**src/rtl/uart_pkg.sv**
```systemverilog
// Shared constants for the UART transmit path: byte width, scheduler
// defaults and the scheduler FSM encoding.
package uart_pkg;

   localparam int BYTE_W               = 8;
   localparam int BUSY_TIMEOUT_DEFAULT = 16;

   typedef logic [2:0] sched_state_t;

   localparam sched_state_t ST_IDLE      = 3'd0;
   localparam sched_state_t ST_LAUNCH    = 3'd1;
   localparam sched_state_t ST_WAIT_BUSY = 3'd2;
   localparam sched_state_t ST_WAIT_DONE = 3'd3;
   localparam sched_state_t ST_DONE      = 3'd4;

endpackage

```
**src/rtl/uart_tx_scheduler_rr_arbiter.sv**
```systemverilog
// Combinational round-robin arbiter: rotate requests by rr_ptr, pick the
// lowest set bit, rotate the one-hot result back.
module rr_arbiter #(
   parameter int N     = 3,
   parameter int PTR_W = (N > 1) ? $clog2(N) : 1
) (
   input  logic [N-1:0]     req,
   input  logic [PTR_W-1:0] rr_ptr,
   output logic [N-1:0]     grant
);

   logic [N-1:0] w_req_rot;
   logic [N-1:0] w_gnt_rot;

   always_comb begin
      w_req_rot = '0;
      for (int i = 0; i < N; i++) begin
         w_req_rot[i] = req[(i + int'(rr_ptr)) % N];
      end
   end

   // Two's complement isolates the lowest set bit, i.e. the first requester at or after rr_ptr.
   assign w_gnt_rot = w_req_rot & (~w_req_rot + {{(N-1){1'b0}}, 1'b1});

   always_comb begin
      grant = '0;
      for (int j = 0; j < N; j++) begin
         grant[j] = w_gnt_rot[(j + N - int'(rr_ptr)) % N];
      end
   end

endmodule

```
**src/rtl/uart_tx_scheduler.sv**
```systemverilog
// Shares one uart_tx among N_REQ byte-stream requesters, locking the
// transmitter to a requester for a whole message (until a last byte).
module uart_tx_scheduler
   import uart_pkg::*;
#(
   parameter int N_REQ        = 3,
   parameter int BUSY_TIMEOUT = BUSY_TIMEOUT_DEFAULT
) (
   input  logic                    clk,
   input  logic                    rst,
   input  logic [N_REQ-1:0]        req,
   input  logic [BYTE_W*N_REQ-1:0] req_data,
   input  logic [N_REQ-1:0]        req_last,
   output logic [N_REQ-1:0]        ack,
   output logic [N_REQ-1:0]        grant,
   output logic                    tx_start,
   output logic [BYTE_W-1:0]       tx_data,
   input  logic                    tx_idle_ready,
   output logic                    busy
);

   localparam int IDX_W = $clog2(N_REQ);
   localparam int CNT_W = $clog2(BUSY_TIMEOUT + 1);
   localparam logic [CNT_W-1:0] CNT_LIMIT = CNT_W'(BUSY_TIMEOUT);
   localparam logic [IDX_W-1:0] LAST_IDX  = IDX_W'(N_REQ - 1);

   sched_state_t      r_state;
   logic              r_locked;
   logic [N_REQ-1:0]  r_grant;
   logic [IDX_W-1:0]  r_owner;
   logic [IDX_W-1:0]  r_rr_ptr;
   logic [BYTE_W-1:0] r_tx_data;
   logic              r_last_q;
   logic [CNT_W-1:0]  r_cnt;

   logic [N_REQ-1:0]  w_arb_grant;
   logic [IDX_W-1:0]  w_arb_idx;
   logic [IDX_W-1:0]  w_sel_idx;
   logic              w_owner_req;
   logic [BYTE_W-1:0] w_sel_data;
   logic              w_sel_last;
   logic              w_launch;
   logic [CNT_W-1:0]  w_cnt_inc;

   rr_arbiter #(
      .N     (N_REQ),
      .PTR_W (IDX_W)
   ) u_rr_arbiter (
      .req    (req),
      .rr_ptr (r_rr_ptr),
      .grant  (w_arb_grant)
   );

   always_comb begin
      // NOTE: every combinational output gets a default first so no path can infer a latch.
      w_arb_idx   = '0;
      w_owner_req = 1'b0;
      for (int i = 0; i < N_REQ; i++) begin
         if (w_arb_grant[i])       w_arb_idx   = IDX_W'(i);
         if (r_owner == IDX_W'(i)) w_owner_req = req[i];
      end
   end

   assign w_sel_idx = r_locked ? r_owner : w_arb_idx;

   always_comb begin
      w_sel_data = '0;
      w_sel_last = 1'b0;
      for (int i = 0; i < N_REQ; i++) begin
         if (w_sel_idx == IDX_W'(i)) begin
            w_sel_data = req_data[i*BYTE_W +: BYTE_W];
            w_sel_last = req_last[i];
         end
      end
   end

   // A byte only launches into an idle transmitter; otherwise the request waits in IDLE.
   assign w_launch  = tx_idle_ready && (r_locked ? w_owner_req : (|req));
   assign w_cnt_inc = (r_cnt == CNT_LIMIT) ? r_cnt : r_cnt + 1'b1;

   // NOTE: sequential state uses non-blocking assignments so every register sees pre-edge values.
   always_ff @(posedge clk) begin
      if (rst) begin
         r_state   <= ST_IDLE;
         r_locked  <= 1'b0;
         r_grant   <= '0;
         r_owner   <= '0;
         r_rr_ptr  <= '0;
         r_tx_data <= '0;
         r_last_q  <= 1'b0;
         r_cnt     <= '0;
      end else begin
         case (r_state)
            ST_IDLE: begin
               if (r_locked && !w_owner_req) begin
                  r_locked <= 1'b0;
                  r_grant  <= '0;
               end else if (w_launch) begin
                  r_state   <= ST_LAUNCH;
                  r_locked  <= 1'b1;
                  r_owner   <= w_sel_idx;
                  r_tx_data <= w_sel_data;
                  r_last_q  <= w_sel_last;
                  r_cnt     <= '0;
                  if (!r_locked) r_grant <= w_arb_grant;
               end
            end
            ST_LAUNCH: begin
               r_cnt   <= w_cnt_inc;
               r_state <= ST_WAIT_BUSY;
            end
            ST_WAIT_BUSY: begin
               r_cnt <= w_cnt_inc;
               if (!tx_idle_ready)              r_state <= ST_WAIT_DONE;
               else if (w_cnt_inc == CNT_LIMIT) r_state <= ST_DONE;
            end
            ST_WAIT_DONE: begin
               if (tx_idle_ready) r_state <= ST_DONE;
            end
            ST_DONE: begin
               if (r_last_q) begin
                  r_locked <= 1'b0;
                  r_grant  <= '0;
                  r_rr_ptr <= (r_owner == LAST_IDX) ? '0 : r_owner + 1'b1;
               end
               r_state <= ST_IDLE;
            end
            default: r_state <= ST_IDLE;
         endcase
      end
   end

   assign tx_start = (r_state == ST_LAUNCH);
   assign ack      = tx_start ? r_grant : '0;
   assign grant    = r_grant;
   assign tx_data  = r_tx_data;
   assign busy     = (r_state != ST_IDLE);

endmodule

```
**config.mk**
```make
export PLATFORM = sky130hd
export DESIGN_NAME = uart_tx_scheduler
export DESIGN_NICKNAME = d
export VERILOG_FILES = /design/src/rtl/uart_pkg.sv /design/src/rtl/uart_tx_scheduler_rr_arbiter.sv /design/src/rtl/uart_tx_scheduler.sv
export SDC_FILE = /design/constraint.sdc
export NUM_CORES = 1
export LEC_CHECK = 0
export ABC_AREA = 1
export CORE_MARGIN = 4
export CORE_UTILIZATION = 45
export CTS_BUF_LIST = sky130_fd_sc_hd__clkbuf_4
export DETAILED_ROUTE_END_ITERATION = 8
export PLACE_DENSITY = 0.9
export SYNTH_ARGS = -nofsm -noshare
export SYNTH_HDL_FRONTEND = slang
export SYNTH_HIERARCHICAL = 1
export SYNTH_SLANG_ARGS = --single-unit
```
**constraint.sdc**
```tcl
create_clock -name clk -period 2.1 [get_ports clk]
set_input_delay 0.21 -clock clk [delete_from_list [all_inputs] [get_ports clk]]
set_output_delay 0.21 -clock clk [all_outputs]
set_load 0.005 [all_outputs]
```
## After elaboration in Yosys (flattened, before gate mapping)

Cells that the tools add are included.

| storage, ports and cells | value |
|---|---|
| bits in registers | 25 |
| output and inout bits | 16 |

| operators by class | value |
|---|---|
| multiplexer cells | 52 |
| add/subtract/negate cells | 8 |
| bitwise logic cells | 3 |
| eq/ne operators | 17 |
| div/mod/pow operators | 6 |
| reduce and logical (&&, ||, !) cells | 17 |
| order comparisons | 6 |

Operators with widths:

| cell | count |
|---|---|
| $lt A32 B4 Y1 const B | 6 |
| $mod A32 B3 Y32 const B | 5 |
| $mod A3 B3 Y32 const B | 1 |
| $mux W3 | 10 |
| $mux W8 | 3 |
| $mux W1 | 23 |
| $mux W5 | 3 |
| $bmux W1 S2 | 6 |
| $pmux W3 S4 | 1 |
| $eq A5 B5 Y1 const B | 2 |
| $pmux W5 S2 | 1 |
| $ne A3 B3 Y1 const B | 3 |
| $reduce_and A3 Y1 | 3 |
| $ne A2 B2 Y1 const B | 4 |
| $reduce_and A4 Y1 | 2 |
| $sub A3 B2 Y4 const A | 2 |
| $eq A3 B2 Y1 const B | 2 |
| $mux W2 | 3 |
| $pmux W3 S2 | 1 |
| $add A5 B1 Y5 const B | 1 |
| $eq A2 B1 Y1 const B | 2 |
| $eq A2 B2 Y1 const B | 2 |
| $logic_not A2 Y1 | 2 |
| $reduce_bool A2 Y1 | 2 |
| other kinds (18) | 19 |

## Longest topological paths before layout

Gate-level depths: netlist of the first run.

| logic depth | value |
|---|---|
| word-level depth | 18 |
| mapped depth | 18 |
| gate-level depth less buffers | 18 |

## By module

Netlist of the first run, hierarchy kept.

Modules (own cells, without submodules):

| module | sequential area each (µm²) | area an instance (µm²) | cells an instance | times used |
|---|---|---|---|---|
| uart_tx_scheduler | 500.5 | 1492.7 | 235 | 1 |
| rr_arbiter | 0.0 | 315.3 | 60 | 1 |

## Worst setup path after synthesis of the first run

Ideal clock, no wire load.

| timing path | value |
|---|---|
| path type | reg-to-reg |
| start point | register r_rr_ptr[0] |
| end point | register r_tx_data[2] (netlist: tx_data[2]) |
| cell stages (with the launch flop) | 19 |
| setup slack | -0.016 ns |
| path buffers | 0 |
| period minus slack after synthesis | 2.116 ns |
| required time | 1.983 ns |
| data arrival time | 1.999 ns |
| cell sequence | dfxtp_1 > inv_1 > ha_1 > inv_2 > nand2_4 > nand3_2 > nand2_2 > nand2_2 > nand2_1 > nand2_1 > nand2_1 > inv_1 > nand3_2 > nand2_2 > nor2_4 > a22oi_1 > nand2_1 > nor2_1 > nor2_1 |

| between the ends | value |
|---|---|
| elaborated cells between the ends (all ways) | 36 |
| classes of those cells | add/sub (5); div (5); eq/ne (2); mux (21); bitwise (2); reduce/logical (1) |

RTL lines:

| what | RTL line | source |
|---|---|---|
| start: declaration | uart_tx_scheduler.sv:31 | `logic [IDX_W-1:0] r_rr_ptr;` |
| start signal: assignment | uart_tx_scheduler.sv:124 | `r_rr_ptr <= (r_owner == LAST_IDX) ? '0 : r_owner + 1'b1;` |
| $add A1 B2 Y3 / $add A2 B2 Y3 (equally long branches) | uart_tx_scheduler_rr_arbiter.sv:18 | `w_req_rot[i] = req[(i + int'(rr_ptr)) % N];` |
| $mod A32 B3 Y32 | uart_tx_scheduler_rr_arbiter.sv:18 |  |
| $bmux W1 S2 | uart_tx_scheduler_rr_arbiter.sv:18 |  |
| $mux W1 (implied by the code) (2 in series) | uart_tx_scheduler_rr_arbiter.sv:18 |  |
| $not A3 Y3 | uart_tx_scheduler_rr_arbiter.sv:23 | `assign w_gnt_rot = w_req_rot & (~w_req_rot + {{(N-1){1'b0}}, 1'b1});` |
| $add A3 B1 Y3 | uart_tx_scheduler_rr_arbiter.sv:23 |  |
| $and A3 B3 Y3 | uart_tx_scheduler_rr_arbiter.sv:23 |  |
| $bmux W1 S2 * | uart_tx_scheduler_rr_arbiter.sv:28 | `grant[j] = w_gnt_rot[(j + N - int'(rr_ptr)) % N];` |
| $mux W1 (implied by the code) * (2 in series) | uart_tx_scheduler_rr_arbiter.sv:28 |  |
| via w_arb_grant[2] | uart_tx_scheduler.sv:36 | `logic [N_REQ-1:0] w_arb_grant;` |
| $mux W2 * | uart_tx_scheduler.sv:59 | `if (w_arb_grant[i]) w_arb_idx = IDX_W'(i);` |
| $mux W2 * | uart_tx_scheduler.sv:64 | `assign w_sel_idx = r_locked ? r_owner : w_arb_idx;` |
| $logic_not A2 Y1 | uart_tx_scheduler.sv:70 | `if (w_sel_idx == IDX_W'(i)) begin` |
| $mux W8 (2 in series) | uart_tx_scheduler.sv:70 |  |
| $mux W8 * | uart_tx_scheduler.sv:70 |  |
| end signal: assignment | uart_tx_scheduler.sv:102 | `r_tx_data <= w_sel_data;` |
| end: declaration | uart_tx_scheduler.sv:32 | `logic [BYTE_W-1:0] r_tx_data;` |

The timed path passes the listed nets; every way through them passes the cells marked *. The select of a mux whose other input is x is not followed.
A chain may end at the register's enable or synchronous reset.

## Final worst setup path of the first run

| timing path | value |
|---|---|
| start point | register r_rr_ptr[0] |
| end point | register r_tx_data[2] (netlist: tx_data[2]) |

| between the ends | value |
|---|---|
| cells in the longest elaborated chain, start to end | 18 |
| elaborated cells between the ends (all ways) | 36 |
| classes of those cells | add/sub (5); div (5); eq/ne (2); mux (21); bitwise (2); reduce/logical (1) |

Ends and longest elaborated chain:

| what | RTL line |
|---|---|
| $add A1 B2 Y3 / $add A2 B2 Y3 (equally long branches) | uart_tx_scheduler_rr_arbiter.sv:18 |
| $mod A32 B3 Y32 | uart_tx_scheduler_rr_arbiter.sv:18 |
| $bmux W1 S2 | uart_tx_scheduler_rr_arbiter.sv:18 |
| $mux W1 (implied by the code) (2 in series) | uart_tx_scheduler_rr_arbiter.sv:18 |
| $not A3 Y3 | uart_tx_scheduler_rr_arbiter.sv:23 |
| $add A3 B1 Y3 | uart_tx_scheduler_rr_arbiter.sv:23 |
| $and A3 B3 Y3 | uart_tx_scheduler_rr_arbiter.sv:23 |
| $bmux W1 S2 * | uart_tx_scheduler_rr_arbiter.sv:28 |
| $mux W1 (implied by the code) * (2 in series) | uart_tx_scheduler_rr_arbiter.sv:28 |
| via w_arb_grant[1] | uart_tx_scheduler.sv:36 |
| $mux W1 * | uart_tx_scheduler.sv:59 |
| $mux W2 * | uart_tx_scheduler.sv:59 |
| $mux W2 * | uart_tx_scheduler.sv:64 |
| $logic_not A2 Y1 | uart_tx_scheduler.sv:70 |
| $mux W8 (2 in series) | uart_tx_scheduler.sv:70 |
| $mux W8 * | uart_tx_scheduler.sv:70 |

Marked as above.

==> results.json, run 1 <==
{
  "dieArea_um2": 5096,
  "route.detailed.drc": 0,
  "wl_met2_um": 2893,
  "critPathCapture": "tx_data[2]",
  "cp.arrival_ns": 2.64,
  "total_power_uw": 2494,
  "end_kind": "flip-flop",
  "synth-compound-area-share_pct": 12.04,
  "syn_area_um2": 1808,
  "synth_adder_area_share_pct": 4.152,
  "syn_area_per_cell_um2": 6.129,
  "area_growth_syn_to_layout_pct": 51.00,
  "synth.most_common_cell": "nand2_1",
  "met1Wirelength_um": 2260,
  "core_um2": 3771,
  "netlist_instances": 295,
  "die-width_um": 71.39,
  "clockBufferDepth": 2,
  "grt.total_usage_pct": 20.14,
  "diodes": 0,
  "period_needed_ns": 2.350,
  "clk_pin_slew_ns": 0.15,
  "place_congestion": 0.9123,
  "path_depth": 17,
  "post-route-period-util_pct": 111.9,
  "hold_slack_ns": 0.4809,
  "synth_area_leaders": "dfxtp_1 28%, nand2_1 18%, nor2_1 9.1%",
  "ys_seq_area_share_pct": 27.68,
  "utilization_pct": 72.40,
  "cts-buffers-inserted": 3,
  "final.fill_count": 250,
  "worst_setup_path_start_kind": "flip-flop",
  "synth-main-ff-cell": "dfxtp_1",
  "ios": 49,
  "die_y_um": 71.39,
  "cp_slowest_cell": "dfxtp_4",
  "fp-row-count": 22,
  "setup_viol": 9,
  "vdd_drop_max_mv": 0.5590,
  "crit_family": "simple AND/OR/NAND/NOR gates",
  "viasPerCell": 5.417,
  "r2r_end": "tx_data[2]",
  "cts_tree": "yes",
  "vias": 2248,
  "grt_pass1_wl_um": 8431,
  "clk_latency_ns": 0.35,
  "crit_start": "r_rr_ptr[0]",
  "worstPathCellList": "inv_4 -> ha_4 -> inv_8 -> nand2_4 -> nand3_2 -> nand2_2 -> nand2_2 -> nand2_1 -> nand2_1 -> nand2_2 -> nand3_4 -> buf_4 -> a21oi_4 -> nand2_1 -> nand2_1 -> nor2_1 -> nor2_1",
  "synthMuxAreaShare_pct": 0,
  "drtAntennaViolNets": 0,
  "wl_met3_um": 497,
  "p_leak_uw": 0.001218,
  "io_buffers": 48,
  "synthesis.nets": 334,
  "clock-root-buffer": "clkbuf_4",
  "worst_slack_ns": -0.2501,
  "failed_checks": "setup timing",
  "wl_um": 5831,
  "max_slew_margin_pct": 71.42,
  "nets": 407,
  "yosysWarningCount": 6,
  "fin_skew_ns": 0.002802,
  "critPathMaxStageDelay_ns": 0.42,
  "hold_violations": 0,
  "cp_common_cell": "nand2_1",
  "r2r_cells": 17,
  "dr.pass1.iters": 4,
  "synthSimpleGateAreaFrac_pct": 44.84,
  "drt_iter0_drc": 178,
  "ys_ff_latch": 25,
  "max_freq_mhz": 425.5,
  "r2r-start": "r_rr_ptr[0]",
  "synth_top_area_cell": "dfxtp_1",
  "antenna_found_initial": 0,
  "r2r_slack_ns": -0.25,
  "critPathKind": "reg -> reg",
  "cap_viol_max_count": 0,
  "path_max_fanout": 6,
  "worst_slew_pin_slew_ns": 0.4282,
  "clock_sinks": 25,
  "cts_max_level": 1,
  "dpl.hpwl_um": 3671,
  "grt_max_degree": 16,
  "holdBufCountCts": 0,
  "rsz0062_at_grt": "yes",
  "synth-edff-count": 0,
  "p_per_area_nw_per_um2": 913.5,
  "wl_per_cell_um": 14.05,
  "status": "finished with violations",
  "synth_common_cells": "89 x nand2_1, 44 x nor2_1, 30 x inv_1",
  "synthDominantCellAreaShare_pct": 27.68,
  "cp_num_buf_inv": 3,
  "final_max_slew_viol_count": 0,
  "grt_pass1_vias": 2004,
  "synth_top_family_by_area": "simple AND/OR/NAND/NOR gates",
  "hp-class": "in -> reg",
  "start_util_pct": 47.94,
  "drive_above_1_share_pct": 25.34,
  "crit_required_ns": 2.39,
  "synthXorXnorAreaFrac_pct": 0.9689,
  "highest_layer": "met4",
  "ys_types": 30,
  "async_reset_ff_share_pct": 0,
  "grt_remaining_overflow": 0
}
[sequential cells by signal, indices dropped and copies added (netlist names)]
signal	cells
r_state	3
r_locked	1
tx_data	8
r_rr_ptr	2
grant	3
r_owner	2
r_cnt	5
r_last_q	1
[where the power goes]
| group | switching (uW) | internal [uW] |
|---|---|---|
| sequential | 123 | 604 |
| combinational | 897 | 622 |
| clock | 174 | 73.6 |
[worst reg2reg max path, cell delays in order, from the launching register on]
cell and delay (ns):
dfxtp_4 0.42, inv_4 0.05, ha_4 0.34, inv_8 0.06
nand2_4 0.06, nand3_2 0.06, nand2_2 0.07, nand2_2 0.07
nand2_1 0.07, nand2_1 0.09, nand2_2 0.11, nand3_4 0.14
buf_4 0.18, a21oi_4 0.19, nand2_1 0.08, nand2_1 0.07
nor2_1 0.06, nor2_1 0.16
[cells in the final DEF (no fill, tap or decap), types with 3 or more instances in the layout]
master / n
clkbuf_4: 3
inv_4: 4
dfxtp_1: 22
ha_1: 3
clkdlybuf4s50_1: 48
nand2_2: 11
inv_2: 11
nor2_1: 42
inv_1: 26
nand3_2: 9
nand3_1: 18
o21ai_0: 12
nand4_1: 6
buf_4: 19
nor2_4: 6
nand2_1: 80
a21oi_1: 10
a22oi_2: 4
nand2_4: 4
[worst min path at each step]
stage	end	start	cells past startpoint	slack, ns
after floorplan	tx_data[3]	req_data[19]	2	0.35
after global placement	tx_data[4]	tx_data[4]	2	0.45
after detailed placement	tx_data[1]	tx_data[1]	2	0.46
after CTS	tx_data[3]	req_data[19]	3	0.48
after global routing	tx_data[3]	req_data[19]	3	0.50
final	tx_data[3]	req_data[19]	3	0.48
[repair_timing]
item,CTS,global route
buffers inserted,2,4
resized for setup,20,32
pin swaps,10,25
gates cloned,2,1
endpoints found under the setup margin,9,11
[cell type report]
cell class	count	area, um2	area share (%)
multi-input combinational	226	1305	47.80
timing repair buffer	69	645.6	23.65
sequential	25	509.2	18.65
inverter	43	180.2	6.599
tap	48	60.06	2.200
clock buffer	3	22.52	0.8249
clock inverter	1	7.507	0.2750
[metrics by stage]
| stage | TNS, ns | std cells | area (um2) | setup slack (ns) |
|---|---|---|---|---|
| floorplan | 0 | 295 | 1826 | 0.04708 |
| global placement | -1.057 | 402 | 2455 | -0.1469 |
| detailed placement | -1.901 | 402 | 2455 | -0.2277 |
| CTS | -0.005670 | 410 | 2570 | -0.005670 |
| global route | -2.184 | 415 | 2730 | -0.3005 |
| finish | -1.503 | 415 | 2730 | -0.2501 |
[cell families after synthesis]
family                     Yosys count
buffers and inverters               47
and+or+nand+nor                    180
xor gates and xnor gates             2
DFF                                 25
adders and majority gates            6
AOI/OAI and AO/OA                   35
[metal layers]
layer,GRT usage [%],vias to the layer above
met5,0,-
met3,5.330,20
met4,7.933,0
met1,22.64,1016
li1,-,1088
met2,35.92,124
Note: power is estimated with default switching activity, not from simulation.
==> inputs of run 2 (changes only) <==
GPL_TIMING_DRIVEN = 0   (was unset)
==> run 2 against run 1 <==
Against the previous run: the flow still finishes with violations (setup timing); count of clock-buffer cells in the layout up 1; total power down 2.5%; routed wire length down 12%; via count down 5.5%; maximum frequency up 3.9%; largest cell class unchanged.
==> results.json, run 2 (same netlist as run 1, synthesis figures left out) <==
{
  "status": "finished with violations",
  "failed_checks": "setup timing",
  "vdd_drop_max_mv": 0.6214,
  "wl_met2_um": 2484,
  "place_inst": 391,
  "final.fill_count": 295,
  "vias": 2124,
  "post-route-period-util_pct": 107.7,
  "final_common_cell": "nand2_1",
  "route.detailed.drc": 0,
  "cts_tree": "yes",
  "dieArea_um2": 5096,
  "grt_max_degree": 14,
  "p_per_area_nw_per_um2": 920.6,
  "power_frac_comb_pct": 61.6,
  "start_util_pct": 47.94,
  "final_max_slew_viol_count": 0,
  "wl_per_cell_um": 12.54,
  "clock_sinks": 25,
  "intPower_uw": 1321,
  "critPathMaxStageDelay_ns": 0.41,
  "setup_viol": 9,
  "highest_layer": "met4",
  "critPathKind": "reg -> reg",
  "dr.pass1.iters": 6,
  "place_congestion": 0.8965,
  "cap_viol_max_count": 0,
  "met1Wirelength_um": 1971,
  "rsz0062_at_grt": "yes",
  "worst_setup_path_start_kind": "flip-flop",
  "dpl.hpwl_um": 3525,
  "drt_iter0_drc": 117,
  "crit_required_ns": 2.32,
  "nets": 401,
  "drive_above_1_share_pct": 21.61,
  "area_growth_syn_to_layout_pct": 46.09,
  "hp-class": "reg -> reg",
  "cts-buffers-inserted": 3,
  "worst_slew_pin_slew_ns": 0.5552,
  "viasPerCell": 5.193,
  "antenna_found_initial": 0,
  "grt_pass1_wl_um": 8190,
  "wl_met3_um": 502,
  "p_sw_uw": 1110,
  "fin_cells": 409,
  "r2r_slack_ns": -0.16,
  "end_kind": "flip-flop",
  "cts_max_level": 1,
  "max_freq_mhz": 442.2,
  "diodes": 0,
  "clockBufferDepth": 2,
  "fp-row-count": 22,
  "clk_latency_ns": 0.32,
  "swShare_pct": 45.66,
  "die-width_um": 71.39,
  "clock-root-buffer": "clkbuf_4",
  "worstPathCellList": "inv_4 -> ha_4 -> inv_6 -> nand2_4 -> nand3_1 -> nand2_2 -> nand4_1 -> nand2_4 -> inv_4 -> nand3_4 -> buf_4 -> a21oi_4 -> nand2_1 -> nand2_1 -> a211oi_1 -> nor2_1",
  "drtAntennaViolNets": 0,
  "hold_violations": 0,
  "pwr-share-clk_pct": 9.7,
  "fin_skew_ns": 0.001382,
  "cp.arrival_ns": 2.48,
  "p_leak_uw": 0.001162,
  "final_cell_mix": "82 x nand2_1, 48 x clkdlybuf4s50_1, 42 x nor2_1",
  "core_um2": 3771,
  "clk_pin_slew_ns": 0.14,
  "worst_slack_ns": -0.1616,
  "seqPwrFrac_pct": 28.8,
  "hold_slack_ns": 0.4984,
  "wl_um": 5127,
  "period_needed_ns": 2.262,
  "max_slew_margin_pct": 62.98,
  "grt.total_usage_pct": 19.30,
  "ios": 49,
  "die_y_um": 71.39,
  "holdBufCountCts": 0,
  "path_max_fanout": 6,
  "largest_register_ffs": 8,
  "cp_slowest_cell": "dfxtp_4",
  "grt_pass1_vias": 2019,
  "grt_remaining_overflow": 0,
  "io_buffers": 48
}
[run 2: through the flow]
stage,area [um2],util (%),worst slack (ns),total power [uW],TNS (ns)
3_3_place_gp,2366,62.74,-0.2211,1993,-1.713
3_5_place_dp,2366,62.74,-0.3299,2030,-2.509
6_report,2641,70.04,-0.1616,2432,-1.191
5_1_grt,2641,70.04,-0.3096,2649,-2.463
4_1_cts,2529,67.05,-0.05997,2360,-0.2646
2_1_floorplan,1826,-,0.04708,1583,0
[run 2: worst paths after layout]
check,from,endpoint,depth (start not counted)
max reg2reg,r_rr_ptr[0],tx_data[3],16
max,r_rr_ptr[0],tx_data[3],16
min reg2reg,tx_data[1],tx_data[1],2
min,tx_data[1],tx_data[1],2
[run 2: worst max-delay path, delay by kind of cell (launching register included)]
kind	cells	cell delay (ns)
AND/OR/NAND/NOR	9	0.87
adder cells (fa/ha/maj)	1	0.32
AO/OA/AOI/OAI	2	0.26
flip-flops	1	0.41
buffers and inverters	4	0.29
[run 2: timing repair]
action | CTS | global route
setup buffers | 4 | 7
pin swaps | 12 | 19
endpoints found under the setup margin | 11 | 10
cloned | 3 | 0
resized for setup | 22 | 18
endpoints found under the hold margin | 0 | 0
[run 2: cell type report]
type / instances / area (um2) / share of cell area (%)
plain buffers: 4 / 23.77 / 0.9000
clock buffers: 4 / 30.03 / 1.137
inverters: 43 / 177.7 / 6.727
multi-input cells: 226 / 1271 / 48.13
flip-flops and latches: 25 / 508.0 / 19.23
well taps: 48 / 60.06 / 2.274
repair buffers: 59 / 570.5 / 21.60
[run 2: metal layers]
metal	vias up	global-route usage [%]
met5	-	0
met4	0	5.428
met3	18	6.031
met2	99	36.22
met1	934	20.51
li1	1073	-
[run 2: power groups by stage]
stage          clock network [uW]  registers (uW)  logic [uW]
5_1_grt                       250             718        1680
3_5_place_dp                    0             710        1320
4_1_cts                       233             697        1430
3_3_place_gp                    0             703        1290
2_1_floorplan                   0             702         881
6_report                      235             700        1500
==> inputs of run 3 (changes only) <==
REMOVE_ABC_BUFFERS = 1   (was unset)
==> run 3 against run 2 <==
Against the previous run: the run still ends with setup timing left; sequential share of layout area is essentially flat; maximum frequency is essentially flat; global-route usage grew 2.9 points; clock power grew 5%; first-iteration DRC count grew 120%; die area is the same; register-to-register slack is essentially flat; non-clock buffer count grew 1; setup slack lost 0.0016 ns; cell area grew 0.24%.
==> results.json, run 3 (same netlist as run 1, synthesis figures left out) <==
{
  "status": "finished with violations",
  "failed_checks": "setup timing",
  "area_growth_syn_to_layout_pct": 46.44,
  "worst_slack_ns": -0.1631,
  "place_congestion": 0.8018,
  "period_needed_ns": 2.263,
  "hold_violations": 0,
  "clockBufferDepth": 2,
  "clock-root-buffer": "clkbuf_4",
  "nets": 402,
  "p_leak_uw": 0.001171,
  "holdBufCountCts": 0,
  "setup_viol": 10,
  "clock_sinks": 25,
  "cts-buffers-inserted": 3,
  "final.fill_count": 285,
  "p_per_area_nw_per_um2": 915.4,
  "diodes": 0,
  "critPathKind": "reg -> reg",
  "start_util_pct": 47.94,
  "dieArea_um2": 5096,
  "max_slew_margin_pct": 70.10,
  "antenna_found_initial": 0,
  "drive_above_1_share_pct": 21.55,
  "intPower_uw": 1282,
  "grt.total_usage_pct": 22.16,
  "clk_latency_ns": 0.34,
  "post-route-period-util_pct": 107.8,
  "max_freq_mhz": 441.9,
  "wl_um": 5879,
  "vias": 2233,
  "clk_pin_slew_ns": 0.16,
  "end_kind": "flip-flop",
  "hp-class": "reg -> reg",
  "drt_iter0_drc": 263,
  "p_sw_uw": 1142,
  "viasPerCell": 5.446,
  "die-width_um": 71.39,
  "io_buffers": 48,
  "power_frac_comb_pct": 59.8,
  "dpl.hpwl_um": 3350,
  "vdd_drop_max_mv": 0.5651,
  "final_common_cell": "nand2_1",
  "grt_pass1_vias": 1999,
  "drtAntennaViolNets": 0,
  "worst_slew_pin_slew_ns": 0.4471,
  "final_cell_mix": "81 x nand2_1, 48 x clkdlybuf4s50_1, 43 x nor2_1",
  "fin_skew_ns": 0.008614,
  "die_y_um": 71.39,
  "route.detailed.drc": 0,
  "cts_tree": "yes",
  "worst_setup_path_start_kind": "flip-flop",
  "largest_register_ffs": 8,
  "preCtsSetupSlack_ns": -0.3419,
  "grt_remaining_overflow": 0,
  "ios": 49,
  "grt_max_degree": 16,
  "path_max_fanout": 5,
  "rsz0062_at_grt": "yes",
  "core_um2": 3771,
  "pwr-share-clk_pct": 10.2,
  "dr.pass1.iters": 5,
  "cp.arrival_ns": 2.55,
  "grt_pass1_wl_um": 9301,
  "cts_max_level": 1,
  "final_max_slew_viol_count": 0,
  "crit_required_ns": 2.39,
  "swShare_pct": 47.12,
  "wl_per_cell_um": 14.34,
  "cap_viol_max_count": 0,
  "fp-row-count": 22,
  "hold_slack_ns": 0.4760,
  "seqPwrFrac_pct": 30.0,
  "r2r_slack_ns": -0.16
}
[run 3: metal layers]
metal	wire [um]	GRT usage, %	up-vias
met5	0	0	-
met4	237	8.142	0
met3	652	6.452	33
met2	2790	37.86	141
met1	2197	26.17	987
li1	-	-	1072
[run 3: area by class of cell]
type                       instances  area [um2]  share of cell area, %
sequential                        25       509.2                  19.23
timing repair buffer              64       604.3                  22.83
multi-input combinational        226        1266                  47.83
clock inverter                     1       7.507                 0.2836
inverter                          43       177.7                  6.711
clock buffer                       3       22.52                 0.8507
tap                               48       60.06                  2.268
[run 3: power by group through the flow]
stage	Combinational (uW)	Sequential (uW)	Clock (uW)
global route	1610	746	255
global placement	1240	720	0
floorplan	835	717	0
finish	1450	726	247
CTS	1370	713	241
detailed placement	1270	728	0
[run 3: worst paths after layout]
path         depth (start not counted)          to        start
max                                 17  tx_data[4]  r_rr_ptr[0]
min                                  2  tx_data[1]   tx_data[1]
max reg2reg                         17  tx_data[4]  r_rr_ptr[0]
min reg2reg                          2  tx_data[1]   tx_data[1]
[run 3: per-stage QoR]
stage	cell area (um2)	power (uW)	utilization (%)	instances	TNS [ns]
floorplan	1784	1552	-	291	-0.07349
global placement	2325	1957	61.65	387	-2.214
detailed placement	2325	1997	61.65	387	-2.873
CTS	2545	2320	67.49	406	-0.07062
global route	2648	2616	70.21	410	-1.962
finish	2648	2424	70.21	410	-1.150
[run 3: timing repair]
action | 4_1_cts | 5_1_grt
hold endpoints to repair | 0 | 0
pin swaps | 12 | 22
resized for setup | 22 | 19
setup endpoints to repair | 11 | 13
gates cloned | 3 | 0
buffers inserted | 12 | 4
[run 3: worst max-delay path: stages, from the launching register on]
cell     delay (ns)
dfxtp_4        0.43
inv_4          0.05
ha_4           0.27
inv_4          0.09
nand2_4        0.06
nand3_2        0.06
nand2_2        0.08
nand2_4        0.09
nand2_2        0.07
nand2_2        0.08
nand2_4        0.07
o21ai_4        0.20
inv_4          0.09
a21oi_4        0.20
nand2_1        0.08
nand3_1        0.09
nand2_1        0.06
a21oi_1        0.13
